[config.mk]
export PLATFORM = sky130hd
export DESIGN_NAME = shift_right_seq_flat
export DESIGN_NICKNAME = d
export VERILOG_FILES = /design/src/rtl/shift_right_seq_if.sv /design/src/rtl/shift_right_seq.sv /design/src/flat_wrapper.sv
export SDC_FILE = /design/constraint.sdc
export NUM_CORES = 1
export LEC_CHECK = 0
export ABC_AREA = 1
export BUFFER_PORTS_ARGS = -buffer_cell sky130_fd_sc_hd__buf_2
export CORE_MARGIN = 2
export CORE_UTILIZATION = 43
export CTS_CLUSTER_SIZE = 8
export DETAILED_ROUTE_END_ITERATION = 8
export HOLD_SLACK_MARGIN = 0.02
export PLACE_DENSITY = 0.74
export SLEW_MARGIN = 20
export SYNTH_ARGS = -nofsm -noshare
export SYNTH_HDL_FRONTEND = slang
export SYNTH_SLANG_ARGS = --single-unit
[constraint.sdc]
create_clock -name clk -period 1.4 [get_ports clk]
set_clock_uncertainty 0.2 [all_clocks]
set_input_delay 0.28 -clock clk [delete_from_list [all_inputs] [get_ports clk]]
set_output_delay 0.28 -clock clk [all_outputs]
set_load 0.005 [all_outputs]
[src/rtl/shift_right_seq_if.sv]
// shift_right_seq_if: start/busy/done handshake and data bus of the iterative right shifter
interface shift_right_seq_if #(parameter int N = 32, parameter int SW = 5);
  logic          start;
  logic [N-1:0]  A;
  logic [SW-1:0] shamt;
  logic          arith;
  logic [N-1:0]  B;
  logic          busy;
  logic          done;
  modport master (output start, A, shamt, arith, input B, busy, done);
  modport slave  (input start, A, shamt, arith, output B, busy, done);
endinterface

[src/rtl/shift_right_seq.sv]
// shift_right_seq: one-bit-per-cycle logical/arithmetic right shifter with start/busy/done handshake
module shift_right_seq #(
  parameter int N  = 32,
  parameter int SW = 5
) (
  input  logic            clk,
  input  logic            rst,
  shift_right_seq_if.slave s
);
  typedef enum logic [1:0] {IDLE, SHIFT, DONE} state_t;
  state_t        state_q, state_d;
  logic [N-1:0]  data_q, data_d;
  logic [SW-1:0] count_q, count_d;
  logic          fill_q, fill_d;
  // DONE accepts a new request exactly like IDLE, giving back-to-back operation
  always_comb begin
    state_d = state_q;
    data_d  = data_q;
    count_d = count_q;
    fill_d  = fill_q;
    if (state_q == SHIFT) begin
      data_d  = {fill_q, data_q[N-1:1]};
      count_d = count_q - 1'b1;
      state_d = count_q == SW'(1) ? DONE : SHIFT;
    end else if (s.start) begin
      data_d  = s.A;
      count_d = s.shamt;
      fill_d  = s.arith & s.A[N-1];
      state_d = s.shamt == '0 ? DONE : SHIFT;
    end else begin
      state_d = IDLE;
    end
  end
  always_ff @(posedge clk or posedge rst) begin
    if (rst) begin
      state_q <= IDLE;
      data_q  <= '0;
      count_q <= '0;
      fill_q  <= 1'b0;
    end else begin
      state_q <= state_d;
      data_q  <= data_d;
      count_q <= count_d;
      fill_q  <= fill_d;
    end
  end
  assign s.B    = data_q;
  assign s.busy = state_q == SHIFT;
  assign s.done = state_q == DONE;
endmodule

[src/flat_wrapper.sv]
// flat-port wrapper written by rule: the top's interface ports become plain ports
module shift_right_seq_flat 
#(
  parameter int N  = 32,
  parameter int SW = 5
)
  (clk, rst, s_start, s_A, s_shamt, s_arith, s_B, s_busy, s_done);
  shift_right_seq_if #(.N(N), .SW(SW)) s_i ();
  input  logic clk;
  input  logic rst;
  input wire logic [$bits(s_i.start)-1:0] s_start;
  input wire logic [$bits(s_i.A)-1:0] s_A;
  input wire logic [$bits(s_i.shamt)-1:0] s_shamt;
  input wire logic [$bits(s_i.arith)-1:0] s_arith;
  output wire logic [$bits(s_i.B)-1:0] s_B;
  output wire logic [$bits(s_i.busy)-1:0] s_busy;
  output wire logic [$bits(s_i.done)-1:0] s_done;
  assign s_i.start = s_start;
  assign s_i.A = s_A;
  assign s_i.shamt = s_shamt;
  assign s_i.arith = s_arith;
  assign s_B = s_i.B;
  assign s_busy = s_i.busy;
  assign s_done = s_i.done;
  shift_right_seq #(.N(N), .SW(SW)) u_core (.clk(clk), .rst(rst), .s(s_i));
endmodule
==> results_dict.tcl <==
set metrics [dict create \
    status "complete, but fails checks" \
    violations "negative setup slack" \
    syn_nets 284 \
    final_hold_viol_count 0 \
    synth_area_um2 1876 \
    grt_start_max_net_pins 41 \
    cpPeakStageDelay_ns 0.42 \
    vias 2338 \
    dieArea_um2 4906 \
    slowest_stage "dfrtp_1" \
    ys_top_cells_by_area "dfrtp_1 (53%), nand2_1 (24%), nand3_1 (12%)" \
    post-place-ws_ns 0.009845 \
    setup_viol 40 \
    powerDensity_nw_per_um2 2072 \
    clock_latency_ns 0.30 \
    hp-class "input pin to register" \
    critical_path.top_delay_family "flip-flops" \
    finalWorstSetupSlack_ns -0.2039 \
    wirelength_mm 8.108 \
    cts_root_buf "clkbuf_8" \
    synth_cells 241 \
    worstPathCellList "buf_4 > nor2_4 > buf_6" \
    vias_per_cell 5.488 \
    grt_overflow_total 0 \
    synth_top_area_share_pct 53.37 \
    ys_ff_latch 40 \
    power.total_w 0.007548 \
    crit_type "register to output port" \
    fillCellCount 194 \
    period_needed_ns 1.604 \
    synthArstFlopShare_pct 100.0 \
    areaGrowthSynthToFinish_pct 94.20 \
    die_y_um 70.05 \
    endpoint_kind "output port" \
    grt_pass1_wl_mm 9.763 \
    ant_nets 0 \
    antenna_found_initial 0 \
    drt_iter0_drc 230 \
    synthTopCellsByCount "nand2_1 (118), nand3_1 (45), dfrtp_1 (40)" \
    fin_nets 416 \
    slew_violations 0 \
    clkSinkCount 40 \
    maxCapViolations 0 \
    initial_core_util_pct 43.98 \
    synth.most_common_cell "nand2_1" \
    cp_num_buf_inv 2 \
    cts_max_path_buffers 2 \
    fin_crit_sh_pct 114.6 \
    path_clk_slew_ns 0.08 \
    max_slew.worst_pin.slew_ns 0.2915 \
    grt_util_all_layers_pct 25.23 \
    cp_data_required_time_ns 0.92 \
    yosysWarnings 0 \
    fin_hold_ws_ns 0.02693 \
    gp_congestion 0.8504 \
    r2r_slack_ns -0.14 \
    synthFlopType "dfrtp_1" \
    leakage_nw 2.126 \
    drcViolationCount 0 \
    post_drt_wl_per_cell_um 19.03 \
    pin_count 75 \
    slew_headroom_pct 80.50 \
    fin_tns_setup_ns -3.528 \
    dieWidth_um 70.05 \
    final_layout_size_suffix_gt1_share_pct 53.48 \
    fin_util_pct 85.42 \
    worstPathMaxFanout 3 \
    htreeDepth 2 \
    ys_seq_area_share_pct 53.37 \
    num_antenna_cells 0 \
    firstDrtPassIters 4 \
    core_um2 4264 \
    cts_made_buffers 5 \
    rsz0062_at_grt "yes" \
    synth-edff-count 0 \
    synth_area_per_cell_um2 7.782 \
    yosys.area.top_type "dfrtp_1" \
    fmax_ghz 0.6235 \
    ys_types 15 \
    row_count 24 \
    arrival_ns 1.12 \
    start_kind "register" \
    first_global_vias 2082 \
    vdd_drop_max_uv 1067 \
    port_buffers 74 \
    tritoncts "done" \
    hpwlAfterDp_mm 3.146 \
]
## logic make-up (layout without fill, tap and decap cells)
kind of cell | after synthesis | in the layout | synth area share, %
AOI/OAI and AO/OA | 2 | 2 | 0.5337
buffers and inverters | 21 | 154 | 5.404
and+or+nand+nor | 176 | 176 | 39.36
DFF | 40 | 40 | 53.37
adders and majority gates | 2 | 2 | 1.334
## power breakdown
part           total, W  switching (W)  leakage (nW)  internal (W)
sequential      0.00232       0.000625         0.501       0.00169
combinational   0.00429        0.00218          1.57       0.00211
clock          0.000944       0.000415        0.0552      0.000529
total           0.00755        0.00322          2.13       0.00433
## registers in the layout, indices dropped and copies added, names as in the netlist
register / flops
u_core.count_q: 5
u_core.state_q: 2
u_core.fill_q: 1
u_core.s.B: 32
## final timing paths
check	startpoint	end	cells after the start
max	u_core.state_q[0]	s_done	3
min	s_shamt[0]	u_core.count_q[0]	3
max reg2reg	u_core.state_q[0]	u_core.s.B[16]	8
min reg2reg	u_core.fill_q	u_core.fill_q	2
max in group asynchronous	rst	u_core.s.B[31]	4
min in group asynchronous	rst	u_core.s.B[5]	4
## worst reg2reg max path, cell delays in order, from the launching register on
cell and delay [ns]:
dfrtp_1 0.42, inv_2 0.08, nor2_4 0.04, buf_6 0.13
nor2_4 0.18, buf_6 0.17, buf_16 0.15, nand2_4 0.06
nand3_2 0.06
## metrics by stage
| step | instances | area, um2 |
|---|---|---|
| final | 426 | 3642 |
| after global placement | 367 | 2364 |
| after detailed placement | 367 | 2364 |
| after global routing | 426 | 3642 |
| after CTS | 419 | 2993 |
| after floorplan | 241 | 1876 |
## routing by layer
metal	share of wire, %	routed length [um]	vias up	global-route usage (%)
li1	-	-	1031	-
met1	39	3164	1145	31.95
met2	51	4171	127	41.27
met3	5.7	459	35	4.906
met4	3.9	313	0	12.61
met5	0	0	-	0
## cell usage in the layout, fill, tap and decap left out, types with 5 or more instances in the layout
| master | count |
|---|---|
| nand2_2 | 12 |
| nand3_2 | 36 |
| clkbuf_8 | 5 |
| inv_1 | 8 |
| buf_6 | 10 |
| clkbuf_16 | 5 |
| buf_4 | 7 |
| nand2_4 | 35 |
| buf_2 | 72 |
| dfrtp_1 | 40 |
| dlygate4sd3_1 | 34 |
| nand3_1 | 9 |
| nand2_1 | 73 |
## final cells by class
cell class | count | area, um2 | share of cell area [%]
Tap cell | 52 | 65.06 | 1.786
Clock buffer | 6 | 72.57 | 1.992
Sequential cell | 40 | 1001 | 27.48
Clock inverter | 2 | 35.03 | 0.9619
Timing Repair Buffer | 135 | 1141 | 31.33
Multi-Input combinational cell | 180 | 1274 | 34.97
Inverter | 11 | 53.80 | 1.477
## repair_timing
action | CTS | global route
pin swaps | 1 | 22
gates cloned | 3 | 5
hold buffers | 34 | 0
endpoints found under the setup margin | 10 | 40
resized for setup | 13 | 138
buffers inserted | 7 | 3
endpoints found under the hold margin | 73 | 0
No activity file was read; power rests on OpenSTA's default activity.
